## src/rtl/err_inj_sequencer.sv

```systemverilog
// Error-injection sequencer: drives one-hot err_ctrl / err_en at the root of the
// splitter tree. It runs either a single-site or a sweep campaign of timed windows.
module err_inj_sequencer #(
   parameter int CTRLW = 8,
   parameter int SITEW = 3,
   parameter int HOLDW = 8,
   parameter int GAPW  = 8,
   parameter int CNTW  = 8
) (
   input  logic             clk,
   input  logic             rst_l,
   input  logic             start,
   input  logic             sweep,
   input  logic [SITEW-1:0] site_idx,
   input  logic [HOLDW-1:0] hold_cycles,
   input  logic [GAPW-1:0]  gap_cycles,
   input  logic             abort,
   output logic             err_en,
   output logic [CTRLW-1:0] err_ctrl,
   output logic             busy,
   output logic             done,
   output logic             aborted,
   output logic [SITEW-1:0] cur_site,
   output logic [CNTW-1:0]  inj_count
);

   localparam logic [2:0] S_IDLE   = 3'd0;
   localparam logic [2:0] S_ARM    = 3'd1;
   localparam logic [2:0] S_INJECT = 3'd2;
   localparam logic [2:0] S_GAP    = 3'd3;
   localparam logic [2:0] S_DONE   = 3'd4;

   localparam int TW = (HOLDW > GAPW) ? HOLDW : GAPW;
   localparam logic [SITEW-1:0] LAST_SITE = SITEW'(CTRLW - 1);

   logic [2:0]       state;
   logic [TW-1:0]    timer;
   logic             sweep_q;
   logic [HOLDW-1:0] hold_q;
   logic [GAPW-1:0]  gap_q;
   logic [TW-1:0]    hold_load;
   logic [TW-1:0]    gap_load;
   logic             site_ok;
   logic             timer_last;

   // A zero count is treated as one cycle so every window and gap is observable.
   always_comb begin
      hold_load  = (hold_q == '0) ? TW'(1) : TW'(hold_q);
      gap_load   = (gap_q == '0) ? TW'(1) : TW'(gap_q);
      site_ok    = (int'(site_idx) < CTRLW);
      timer_last = (timer <= TW'(1));
   end

   always_ff @(posedge clk) begin
      if (!rst_l) begin
         state     <= S_IDLE;
         timer     <= '0;
         sweep_q   <= 1'b0;
         hold_q    <= '0;
         gap_q     <= '0;
         aborted   <= 1'b0;
         cur_site  <= '0;
         inj_count <= '0;
      end else begin
         case (state)
            S_IDLE: begin
               if (start) begin
                  sweep_q   <= sweep;
                  hold_q    <= hold_cycles;
                  gap_q     <= gap_cycles;
                  inj_count <= '0;
                  cur_site  <= site_idx;
                  aborted   <= !site_ok;
                  state     <= site_ok ? S_ARM : S_DONE;
               end
            end
            S_ARM: begin
               if (abort) begin
                  aborted <= 1'b1;
                  state   <= S_DONE;
               end else begin
                  timer <= hold_load;
                  state <= S_INJECT;
               end
            end
            S_INJECT: begin
               // Abort wins over a window ending in the same cycle: it does not count.
               if (abort) begin
                  aborted <= 1'b1;
                  state   <= S_DONE;
               end else if (timer_last) begin
                  if (inj_count != '1)
                     inj_count <= inj_count + 1'b1;
                  timer <= gap_load;
                  state <= S_GAP;
               end else begin
                  timer <= timer - 1'b1;
               end
            end
            S_GAP: begin
               if (abort) begin
                  aborted <= 1'b1;
                  state   <= S_DONE;
               end else if (timer_last) begin
                  if (!sweep_q || cur_site == LAST_SITE) begin
                     state <= S_DONE;
                  end else begin
                     cur_site <= cur_site + 1'b1;
                     state    <= S_ARM;
                  end
               end else begin
                  timer <= timer - 1'b1;
               end
            end
            S_DONE:  state <= S_IDLE;
            default: state <= S_IDLE;
         endcase
      end
   end

   always_comb begin
      busy   = (state != S_IDLE);
      done   = (state == S_DONE);
      err_en = (state == S_INJECT);
      err_ctrl = '0;
      for (int unsigned i = 0; i < CTRLW; i++)
         err_ctrl[i] = ((state == S_ARM) || (state == S_INJECT)) && (cur_site == SITEW'(i));
   end

endmodule
```

## config.mk

```make
export PLATFORM = sky130hd
export DESIGN_NAME = err_inj_sequencer
export DESIGN_NICKNAME = d
export VERILOG_FILES = /design/src/rtl/err_inj_sequencer.sv
export SDC_FILE = /design/constraint.sdc
export NUM_CORES = 1
export LEC_CHECK = 0
export CAP_MARGIN = 20
export CORE_MARGIN = 3
export CORE_UTILIZATION = 54
export DETAILED_ROUTE_END_ITERATION = 10
export PLACE_DENSITY_LB_ADDON = 0.2
export SLEW_MARGIN = 25
export SYNTH_ARGS = -nofsm -noshare
export SYNTH_HDL_FRONTEND = slang
export SYNTH_SLANG_ARGS = --single-unit
```

## constraint.sdc

```tcl
create_clock -name clk -period 4.5 [get_ports clk]
set_clock_uncertainty 0.05 [all_clocks]
set_input_delay 0.45 -clock clk [delete_from_list [all_inputs] [get_ports clk]]
set_output_delay 0.45 -clock clk [all_outputs]
set_load 0.01 [all_outputs]
```

# Word level (Yosys, flattened, before mapping)
# Index checks and enable logic that the tools add are counted.
[classes] order_cmp=1 n_mux=29 n_reduce_logical=27 addsub=3 eq_ne=24
[ops] op="$mux 8" count=11
[ops] op="$mux 3" count=11
[ops] op="$pmux 8 s3" count=1
[ops] op="$logic_not 8->1" count=2
[ops] op="$pmux 8 s2" count=1
[ops] op="$eq 3x3->1 const B" count=5
[ops] op="$reduce_and 5->1" count=3
[ops] op="$ne 2x2->1 const B" count=7
[ops] op="$eq 3x2->1 const B" count=4
[ops] op="$pmux 3 s4" count=1
[ops] op="$add 8x1->8 const B" count=1
[ops] op="$le 8x1->1 const B" count=1
[ops] op="$logic_and 1x1->1" count=8
[ops] op="$ne 8x8->1 const B" count=1
[ops] op="$sub 8x1->8 const B" count=1
[ops] op="$eq 3x1->1 const B" count=2
[ops] op="$logic_not 3->1" count=2
[ops] op="$ne 2x1->1 const B" count=3
[ops] op="$pmux 3 s2" count=1
[ops] op="$reduce_and 3->1" count=2
[ops] op="$reduce_bool 2->1" count=3
[ops] op="$reduce_bool 3->1" count=2
[ops] op="$add 3x1->3 const B" count=1
[ops] op="$ne 3x2->1 const B" count=1
[ops] op="other kinds (7)" count=9
[totals] out_inout_bits=23 wordCells=92 reg_bits=40 inputBits=24

# Logic depth before layout (Yosys ltp)
# Gate-level depths: netlist of the first run.
[logic_depth] depth_word=6 mapped_depth=9 ltp_nobuf=7

# Least setup slack after synthesis of the first run
# OpenSTA, ideal clock, no wires.
[synth_timing] path_kind="register -> register" from="register timer[4]" to="register inj_count[5]" arrival_ps=2395 synth_period_minus_slack_ps=2515 n_path_buf=1 required_time_ps=4379 slack_ps=1985 path_stages_with_launch=7 setup_ps=71 cell_sequence="dfxtp_1 -> or4_4 -> or3_1 -> buf_2 -> or4_4 -> or4_1 -> a21oi_1"
[synth_between] elab_chain_cells=3
[synth_lines] element="from (decl)" line="37" rtl="logic [TW-1:0] timer;"
[synth_lines] element="from (signal assigned)" line="82" rtl="timer <= hold_load;"
[synth_lines] element="from (signal assigned)" line="94" rtl="timer <= gap_load;"
[synth_lines] element="from (signal assigned)" line="97" rtl="timer <= timer - 1'b1;"
[synth_lines] element="$le 8x1->1" line="51" rtl="timer_last = (timer <= TW'(1));"
[synth_lines] element="$ne 2x1->1 (no source line)"
[synth_lines] element="$reduce_and 5->1 (no source line)"
[synth_lines] element="to (signal assigned)" line="93" rtl="inj_count <= inj_count + 1'b1;"
[synth_lines] element="to (decl)" line="24" rtl="output logic [CNTW-1:0] inj_count"
# Every way passes these cells.
# A chain may end at the register's enable or synchronous reset.

# Worst setup path after layout of the first run
[layout_timing] from="register timer[4]" to="register timer[0]"
[layout_between] elab_chain_cells=4
[layout_lines] element="$le 8x1->1 (*)" line="51"
[layout_lines] element="$mux 8" line="91" rtl="end else if (timer_last) begin"
[layout_lines] element="$mux 8" line="88" rtl="if (abort) begin"
[layout_lines] element="$pmux 8 s3" line="65" rtl="case (state)"
# Mark *: on every way between the ends. The rest lies on a longest branch, timed or not. The select of a mux whose other input is x is not followed.

==> results of run 1 <==
[layout by cell type, fill, tap and decap left out, types with 5 or more instances in the layout]
cell              n
a211oi_1          5
nor2b_1           5
o32ai_1           5
clkbuf_8          6
inv_1            12
a21oi_1          28
nor3_1           11
and3_1            6
o31ai_1           5
nor2_1           17
clkdlybuf4s50_1  46
dfxtp_1          40
nand2_1          50
nand2b_1          5
ha_1              9
[routing by layer]
layer | vias up | track usage (%)
met2 | 113 | 36.9
met3 | 24 | 5.94
met4 | 0 | 8.68
met5 | - | 0
li1 | 1076 | -
met1 | 991 | 31.1
[registers in the layout (all words and copies together), names as in the netlist]
signal,cells
cur_site,3
state,3
sweep_q,1
hold_q,8
inj_count,8
timer,8
aborted,1
gap_q,8
[cell type report]
| type | instances | area [um2] |
|---|---|---|
| timing repair buffer | 48 | 475 |
| multi-input combinational | 210 | 1270 |
| inverter | 12 | 45.0 |
| clock buffer | 6 | 82.6 |
| tap | 48 | 60.1 |
| sequential | 40 | 801 |
| fill | 316 | 1020 |
| clock inverter | 2 | 15.0 |
[cells in the mapped netlist (2+ instances only)]
| cell | count | share of area [%] |
|---|---|---|
| o211ai_1 | 2 | 0.69 |
| nand3_1 | 3 | 0.69 |
| a21oi_1 | 28 | 6.4 |
| nand2_1 | 50 | 8.6 |
| nor3_1 | 12 | 2.8 |
| o21ai_0 | 2 | 0.46 |
| or2_2 | 3 | 0.86 |
| nor2_1 | 17 | 2.9 |
| a221oi_1 | 3 | 1.2 |
| o2111ai_1 | 2 | 0.80 |
| a2111oi_0 | 4 | 1.6 |
| nor4_1 | 4 | 1.1 |
| a211oi_1 | 5 | 1.7 |
| nor2b_1 | 5 | 1.4 |
| or3_1 | 4 | 1.1 |
| o22ai_1 | 2 | 0.57 |
| clkbuf_1 | 15 | 2.6 |
| dfxtp_1 | 40 | 37 |
| inv_1 | 12 | 2.1 |
| a31o_2 | 2 | 0.80 |
| nand4_1 | 3 | 0.86 |
| o31ai_1 | 5 | 1.7 |
| nand2b_1 | 5 | 1.4 |
| ha_1 | 9 | 5.2 |
| and3_1 | 6 | 1.7 |
| and2_1 | 4 | 1.1 |
| or4_1 | 3 | 1.0 |
| o32ai_1 | 5 | 2.0 |
| nor3b_1 | 4 | 1.4 |
| xnor2_1 | 4 | 1.6 |
| or4_4 | 2 | 1.0 |
[tightest hold or removal path, delay by kind of cell, from the launching register on]
family	cells	cell delay, ns
DFF	1	0.32
and+or+nand+nor	1	0.05
AOI/OAI and AO/OA	1	0.05
[worst max-delay path by stage]
stage,from,endpoint
floorplan,timer[4],inj_count[5]
global placement,timer[4],timer[0]
detailed placement,timer[4],timer[0]
CTS,timer[4],timer[0]
global route,state[1],err_en
finish,timer[4],timer[0]
[per-stage QoR]
stage	power [W]	setup WS (ns)	hold slack (ns)	util [%]	instances
floorplan	0.000584	1.98	0.383	-	279
global placement	0.000667	1.67	0.397	70.3	358
detailed placement	0.000674	1.53	0.415	70.3	358
CTS	0.000926	1.49	0.426	72.9	366
global route	0.000982	1.29	0.461	72.9	366
finish	0.000925	1.43	0.426	72.9	366
[logic make-up (layout without fill, tap and decap cells)]
| group | Yosys count | count (layout) | share of synthesized area [%] |
|---|---|---|---|
| AND/OR/NAND/NOR | 128 | 128 | 29.5 |
| adder cells (fa/ha/maj) | 9 | 9 | 5.17 |
| flip-flops | 40 | 40 | 36.8 |
| XOR/XNOR | 4 | 4 | 1.61 |
| AO/OA/AOI/OAI | 68 | 68 | 21.3 |
| multiplexers | 1 | 1 | 0.517 |
| buffers and inverters | 29 | 68 | 5.06 |
[power groups by stage]
stage	registers, W	clock network (W)	logic [W]
5_1_grt	0.000415	0.000274	0.000292
2_1_floorplan	0.000405	0	0.000178
4_1_cts	0.000410	0.000258	0.000259
3_5_place_dp	0.000418	0	0.000256
6_report	0.000412	0.000252	0.000261
3_3_place_gp	0.000417	0	0.000250
==> results by group, run 1 <==
Setup path
  – CP Data Required Time: around 4.6 ns
  – Crit path launch type: flip-flop
  – CP max-delay cell: a22oi_1
  – Crit. End Element: flip-flop
  – Reg-to-reg startpoint: timer[4]
  – Worst Path Max Fanout: 13
  – Flop2flop setup slack: 1.43 ns
  – Critical path, cell by cell: or4_4 -> or3_1 -> a22oi_1 -> a2111oi_0 -> a2111oi_0
  – Largest delay contributor family on the critical path: compound AO/OA/AOI/OAI gates
  – Critical path class: reg -> reg
  – Reg2Reg Depth: 5
  – CP Depth: 5
  – WP buf/inv: 0
  – Critical path's largest stage delay: about 0.78 ns
  – Worst Path Arrival: 3.19 ns
  – Worst R2R End: timer[0]
  – Most used cell, CP: a2111oi_0

Route
  – Total Routed Length: approximately 5.5 mm
  – Top layer in use: met4
  – Post-route ant nets: 0
  – Vias: approximately 2200
  – # DRC: 0
  – Vias per cell: 6.02
  – M1 WL: 2.35 mm
  – WL/cell: 14.9 um
  – DR WL met2: 2.57 mm
  – 1st-pass router iterations: 5
  – 1st-iter DRT viols: between 200 and 250
  – Metal3 WL: 400 um

Timing
  – Setup TNS: 0 ns
  – Pins over their slew limit: 0
  – Relative slew margins: 35.6%
  – Final Setup Violations: 0
  – Period utilization: 68.1%
  – Worst Tran Pin Value: 0.966 ns
  – Fmax: roughly 330 MHz
  – Final min period: 3.07 ns
  – Final Hold Fails: 0
  – RSZ-0062 raised after global routing: false

Global routing
  – Vias in the first global route: 1998
  – Grt ovf: 0
  – First-pass GRT wire length: 9.31 mm
  – Initial antenna violation count: 0
  – GR Util All Layers: 23.5%
  – Largest net degree at the start of global routing: 25

Clock network
  – Clock Path Buffers: 2
  – Buffer count from post-CTS setup fixing: 0
  – Clk slew on worst S/H paths: 0.08 ns
  – CTS hold repair buffers: 0
  – CTS tree: done
  – Number of buffers created by CTS: 5
  – Root Buffer: clkbuf_8
  – H-tree Lvls: 2
  – Clk Latency, worst-skew pair: 0.30 ns
  – Clk sinks: 40
  – Resized Gates After CTS: 0

Cells and area
  – Share of layout cells above drive strength 1: 6.60%
  – Area Growth Syn to Fin: 26.3%
  – # diodes: 0
  – Total Nets Final: 350
  – Final Instance Area: 0.00275 mm2

Power and ir drop
  – Combinational Power Share: 28.3%
  – Worst VDD drop: 232 uV
  – Int Power: a little over 0.0006 W
  – Sw Ratio: 33.3%
  – Clock power frac: a little over a quarter
  – Power per cell area: between 300 and 400 mW/mm2
  – Switching Power: approximately 0.0003 W
  – LEAKAGE: 1.02 nW
  – Reg power frac: between 40% and 50%

Placed design
  – RePlAce Congestion: 0.951
  – Post-DP HPWL: 3.86 mm
  – Port Buffers: between 40 and 50
  – Dpl cell area: between 0.002 and 0.003 mm2

Job
  – Max Cap Viol: 0

Synth
  – Synth Warn #: 0
  – Post-synthesis register bit count: 40
  – Syn Inst Count: approximately 280
  – EDFF count, synth: 0
  – Post-Syn Area: ~0.0022 mm2
  – Synth Flop Type: dfxtp_1
  – Synth unique cells: 45
  – Sequential fraction of the synthesis area: 36.8%
  – Post-synthesis async set-or-reset flop share: 0%
  – Syn_area_per_cell: 7.80 um2
  – Post-Syn Nets: 312

Floorplanning
  – Initial core utilization: ~58%
  – Die area: 0.00483 mm2
  – I/O pins: 47
  – Placeable Area: 0.00377 mm2
  – Row cnt: 22
  – Die Y: 69.5 um
  – Die extent in x: 69.5 um

Hold path
  – Hold Path Depth: 2
  – Min-Delay Path Class: reg -> reg
  – Worst Hold End: gap_q[7]
  – Worst hold start: gap_q[7]

Outcome
  – Status: completed
No activity file was read; power rests on OpenSTA's default activity.
==> run 2, diff against run 1 <==
--- a/config.mk
+++ b/config.mk
@@ -7,7 +7,7 @@
 export LEC_CHECK = 0
 export CAP_MARGIN = 20
 export CORE_MARGIN = 3
-export CORE_UTILIZATION = 54
+export CORE_UTILIZATION = 51
 export DETAILED_ROUTE_END_ITERATION = 10
 export PLACE_DENSITY_LB_ADDON = 0.2
 export SLEW_MARGIN = 25
==> constraint.sdc (replaced) <==
create_clock -name clk -period 3.1 [get_ports clk]
set_clock_uncertainty 0.05 [all_clocks]
set_input_delay 0.31 -clock clk [delete_from_list [all_inputs] [get_ports clk]]
set_output_delay 0.31 -clock clk [all_outputs]
set_load 0.01 [all_outputs]
==> results by group, run 2 (same netlist as run 1, synthesis figures left out) <==
Timing
  – Final min period: 2.64 ns (-0.428 ns)
  – Pins over their slew limit: 0 (unchanged)
  – RSZ-0062 raised after global routing: false
  – Final Hold Fails: 0 (unchanged)
  – Relative slew margins: 53.6% (+18 points)
  – Fmax: 379 MHz (+16%)
  – Final Setup Violations: 0 (unchanged)
  – Setup TNS: 0 ns (unchanged)
  – Period utilization: 85.1% (+17 points)
  – Worst Tran Pin Value: 0.695 ns (-0.271 ns)

Floorplanning
  – Die extent in x: 71.3 um (+2.6%)
  – Die Y: 71.3 um (+2.6%)
  – Placeable Area: 0.00406 mm2 (+7.6%)
  – Row cnt: 23 (+4.5%)
  – I/O pins: 47 (unchanged)
  – Initial core utilization: 53.7% (-4.1 points)
  – Die area: 0.00509 mm2 (+5.4%)

Setup path
  – CP Data Required Time: 3.28 ns (-1.34 ns)
  – Largest delay contributor family on the critical path: simple AND/OR/NAND/NOR gates
  – Crit. End Element: flip-flop
  – Worst Path Arrival: 2.82 ns (-0.37 ns)
  – Worst Path Max Fanout: 8 (-5)
  – Most used cell, CP: or4_4
  – CP max-delay cell: or4_4
  – Crit path launch type: flip-flop
  – Critical path, cell by cell: or4_4 -> or3_1 -> or4_4 -> or4_1 -> a21oi_1
  – WP buf/inv: 0 (unchanged)
  – Critical path class: reg -> reg
  – Critical path's largest stage delay: 0.56 ns (-0.22 ns)

Power and ir drop
  – Clock power frac: 26.2% (-1.1 points)
  – Combinational Power Share: 29.0% (+0.7 points)
  – Sw Ratio: 33.4% (+0.13 points)
  – Total power: 0.00133 W (+43%)
  – Reg power frac: 44.9% (+0.4 points)
  – Int Power: 0.000884 W (+43%)
  – Power per cell area: 475 mW/mm2 (+41%)
  – Worst VDD drop: 315 uV (+36%)
  – LEAKAGE: 1.06 nW (+3.3%)
  – Switching Power: 0.000444 W (+44%)

Route
  – Vias: 2185 (-0.86%)
  – Vias per cell: 5.83 (-3.2%)
  – Total Routed Length: 5.54 mm (+1.3%)
  – WL/cell: 14.8 um (-1.1%)
  – 1st-iter DRT viols: 114 (-43%)
  – 1st-pass router iterations: 5 (unchanged)
  – Post-route ant nets: 0 (unchanged)
  – # DRC: 0 (unchanged)

Placed design
  – Post-DP HPWL: 4.15 mm (+7.6%)
  – RePlAce Congestion: 0.892 (-6.2%)
  – Port Buffers: 46 (unchanged)

Cells and area
  – Final core utilization: 68.8% (-4.1 points)
  – Filler instances: 384 (+22%)
  – Multi-input logic area: 0.00127 mm2 (unchanged)
  – Most frequent cells in the layout: nand2_1 (50), clkdlybuf4s50_1 (46), dfxtp_1 (40)
  – Share of layout cells above drive strength 1: 8.00% (+1.4 points)
  – Commonest non-fill, non-tap cell in the layout: nand2_1
  – # diodes: 0 (unchanged)
  – Total Nets Final: 357 (+2.0%)
  – Sequential standard cell area: 801 um2 (unchanged)
  – Area Growth Syn to Fin: 28.3%

Clock network
  – Number of buffers created by CTS: 5 (unchanged)
  – Clock Path Buffers: 2 (unchanged)
  – Root Buffer: clkbuf_8
  – CTS hold repair buffers: 0 (unchanged)
  – Clk slew on worst S/H paths: 0.08 ns (about the same)
  – H-tree Lvls: 2 (unchanged)
  – CTS tree: done
  – Resized Gates After CTS: 0 (unchanged)
  – Clk sinks: 40 (unchanged)
  – Buffer count from post-CTS setup fixing: 0 (unchanged)
  – Clk Latency, worst-skew pair: 0.30 ns (about the same)

Global routing
  – Grt ovf: 0 (unchanged)
  – First-pass GRT wire length: 9.40 mm (+1.0%)
  – GR Util All Layers: 23.0% (-0.46 points)
  – Vias in the first global route: 1995 (-0.15%)
  – Largest net degree at the start of global routing: 21 (-16%)
  – Initial antenna violation count: 0 (unchanged)

Outcome
  – Status: completed

Hold path
  – Min-Delay Path Class: reg -> reg

Job
  – Max Cap Viol: 0 (unchanged)
[run 2: cell types whose count changed in the layout (fill, tap and decap cells not counted), sizes merged]
cell and change:
buf +7, clkbuf +1, clkinv +1, clkinvlp -2
[run 2: final timing paths]
check | startpoint | cells after the start | slack, ns | end
worst max-delay path | timer[4] | 5 | 0.46 | inj_count[5]
worst min-delay path | sweep_q | 2 | 0.42 | sweep_q
worst max register to register | timer[4] | 5 | 0.46 | inj_count[5]
worst min register to register | sweep_q | 2 | 0.42 | sweep_q
[run 2: worst reg2reg max path, stage by stage, from the launching register on]
cell	delay [ns]
dfxtp_1	0.36
or4_4	0.56
or3_1	0.52
or4_4	0.46
or4_1	0.47
a21oi_1	0.14
[run 2: through the flow]
stage,setup slack (ns),hold WS (ns),instances,cell area (um2)
2_1_floorplan,0.585,0.383,279,2180
3_3_place_gp,0.524,0.404,367,2710
4_1_cts,0.466,0.420,375,2790
3_5_place_dp,0.489,0.412,367,2710
5_1_grt,0.319,0.445,375,2790
6_report,0.463,0.418,375,2790
[run 2: cell type report]
type / instances / share of cell area (%)
inverters: 12 / 1.61
flip-flops and latches: 40 / 28.7
multi-input cells: 210 / 45.5
clock buffers: 7 / 2.73
repair buffers: 55 / 18.9
well taps: 50 / 2.24
clock inverters: 1 / 0.314
[run 2: power groups by stage]
stage / clock network, W / logic (W) / registers [W]
3_5_place_dp: 0 / 0.000382 / 0.000607
3_3_place_gp: 0 / 0.000375 / 0.000606
6_report: 0.000347 / 0.000385 / 0.000596
2_1_floorplan: 0 / 0.000259 / 0.000588
5_1_grt: 0.000376 / 0.000432 / 0.000603
4_1_cts: 0.000351 / 0.000384 / 0.000595
[run 2: layer usage]
metal / GRT usage, % / wire [um] / vias up
met4: 7.31 / 94 / 0
li1: - / - / 1090
met2: 34.9 / 2480 / 85
met5: 0 / 0 / -
met1: 32.3 / 2600 / 999
met3: 5.61 / 373 / 11
==> run 3, diff against run 2 <==
--- a/config.mk
+++ b/config.mk
@@ -6,7 +6,7 @@
 export NUM_CORES = 1
 export LEC_CHECK = 0
 export CAP_MARGIN = 20
-export CORE_MARGIN = 3
+export CORE_MARGIN = 10
 export CORE_UTILIZATION = 51
 export DETAILED_ROUTE_END_ITERATION = 10
 export PLACE_DENSITY_LB_ADDON = 0.2
==> results by group, run 3 (same netlist as run 1, synthesis figures left out) <==
Clock network
  – Clk slew on worst S/H paths: 0.08 ns (about the same)
  – Clk Latency, worst-skew pair: 0.30 ns (about the same)
  – CTS hold repair buffers: 0 (unchanged)
  – Buffer count from post-CTS setup fixing: 0 (unchanged)
  – Root Buffer: clkbuf_8
  – Clk sinks: 40 (unchanged)
  – H-tree Lvls: 2 (unchanged)
  – Clock Path Buffers: 2 (unchanged)
  – Number of buffers created by CTS: 5 (unchanged)
  – Resized Gates After CTS: 0 (unchanged)
  – CTS tree: done

Job
  – Max Cap Viol: 0 (unchanged)

Route
  – Total Routed Length: 5.91 mm (+6.7%)
  – 1st-pass router iterations: 4 (-1)
  – 1st-iter DRT viols: 264 (+130%)
  – Vias per cell: 5.72 (-1.9%)
  – Post-route ant nets: 0 (unchanged)
  – WL/cell: 15.8 um (+6.7%)
  – # DRC: 0 (unchanged)
  – Vias: 2144 (-1.9%)

Setup path
  – Reg2Reg Depth: 5 (unchanged)
  – CP Data Required Time: 3.28 ns (about the same)
  – Crit. End Element: flip-flop
  – Critical path class: reg -> reg
  – Worst Path Arrival: 2.84 ns (+0.02 ns)
  – Worst Path Max Fanout: 8 (unchanged)
  – Crit path launch type: flip-flop

Floorplanning
  – Placeable Area: 0.00406 mm2 (unchanged)
  – I/O pins: 47 (unchanged)
  – Die area: 0.00728 mm2 (+43%)
  – Die extent in x: 85.3 um (+20%)
  – Die Y: 85.3 um (+20%)
  – Row cnt: 23 (unchanged)
  – Initial core utilization: 53.7% (unchanged)

Timing
  – Pins over their slew limit: 0 (unchanged)
  – Setup TNS: 0 ns (unchanged)
  – Final min period: 2.66 ns (+0.0238 ns)
  – Relative slew margins: 60.4% (+6.8 points)
  – Fmax: 376 MHz (-0.89%)
  – RSZ-0062 raised after global routing: false
  – Period utilization: 85.8% (+0.77 points)
  – Worst Tran Pin Value: 0.589 ns (-0.107 ns)
  – Final setup margin: 0.439 ns (-0.0238 ns)
  – Final Hold Fails: 0 (unchanged)
  – Final Setup Violations: 0 (unchanged)

Power and ir drop
  – Switching Power: 0.000453 W (+2.2%)
  – Int Power: 0.000906 W (+2.5%)
  – LEAKAGE: 1.06 nW (+0.17%)
  – Total power: 0.00136 W (+2.4%)
  – Worst VDD drop: 283 uV (-10%)
  – Power per cell area: 485 mW/mm2 (+2.1%)
  – Combinational Power Share: 28.5% (-0.5 points)
  – Reg power frac: 43.8% (-1.1 points)
  – Sw Ratio: 33.4% (-0.062 points)
  – Clock power frac: 27.7% (+1.5 points)

Placed design
  – Port Buffers: 46 (unchanged)
  – Dpl cell area: 0.00271 mm2 (unchanged)
  – RePlAce Congestion: 0.868 (-2.6%)
  – Pre-CTS WS: 0.475 ns (-0.0147 ns)
  – Post-DP HPWL: 4.41 mm (+6.3%)

Hold path
  – Min-Delay Path Class: reg -> reg
  – Hold Path Depth: 2 (unchanged)

Outcome
  – Status: completed

Cells and area
  – Filler instances: 340 (-11%)
  – Most frequent cells in the layout: nand2_1 (50), clkdlybuf4s50_1 (46), dfxtp_1 (40)
  – Total Nets Final: 357 (unchanged)
  – Share of layout cells above drive strength 1: 8.31% (+0.31 points)
  – Final Instance Area: 0.00280 mm2 (+0.31%)
  – Commonest non-fill, non-tap cell in the layout: nand2_1
  – Area Growth Syn to Fin: 28.7%
  – # diodes: 0 (unchanged)

Global routing
  – Vias in the first global route: 2154 (+8.0%)
  – GR Util All Layers: 16.2% (-6.8 points)
  – First-pass GRT wire length: 10.1 mm (+7.1%)
  – Initial antenna violation count: 0 (unchanged)
  – Largest net degree at the start of global routing: 20 (-4.8%)
  – Grt ovf: 0 (unchanged)
## run 3: changes by cell type in the layout (fill, tap and decap cells not counted), sizes merged
| cell | delta |
|---|---|
| clkinv | -1 |
| clkinvlp | +1 |
## run 3: worst paths after layout
check	slack, ns	from	end
max reg2reg	0.44	timer[4]	inj_count[5]
max	0.44	timer[4]	inj_count[5]
min reg2reg	0.42	gap_q[0]	gap_q[0]
min	0.42	gap_q[0]	gap_q[0]
## run 3: through the flow
| stage | util (%) | cells | hold slack (ns) |
|---|---|---|---|
| global route | 69.0 | 375 | 0.441 |
| floorplan | - | 279 | 0.383 |
| finish | 69.0 | 375 | 0.419 |
| global placement | 66.7 | 367 | 0.396 |
| CTS | 69.0 | 375 | 0.413 |
| detailed placement | 66.7 | 367 | 0.402 |
## run 3: worst max-delay path, cell delays in order (launching register included)
cell     delay, ns
dfxtp_1       0.36
or4_4         0.57
or3_1         0.52
or4_4         0.47
or4_1         0.47
a21oi_1       0.14
## run 3: layer usage
metal	track usage [%]	share of wire, %	wire length, um	vias up
li1	-	-	-	1091
met1	20.0	46	2690	970
met2	26.8	45	2670	74
met3	5.07	8.2	484	9
met4	3.59	1.1	65	0
met5	0	0	0	-
## run 3: cell type report
class / count / area [um2] / share of cell area (%)
repair buffers: 55 / 528 / 18.8
flip-flops and latches: 40 / 801 / 28.6
well taps: 50 / 62.6 / 2.23
clock inverters: 1 / 7.51 / 0.268
clock buffers: 7 / 86.3 / 3.08
inverters: 12 / 45.0 / 1.61
multi-input cells: 210 / 1270 / 45.4
## run 3: power groups by stage
stage / registers [W] / clock network (W) / logic [W]
3_5_place_dp: 0.000607 / 0 / 0.000384
6_report: 0.000595 / 0.000376 / 0.000387
3_3_place_gp: 0.000606 / 0 / 0.000379
4_1_cts: 0.000594 / 0.000377 / 0.000387
2_1_floorplan: 0.000588 / 0 / 0.000259
5_1_grt: 0.000601 / 0.000398 / 0.000434
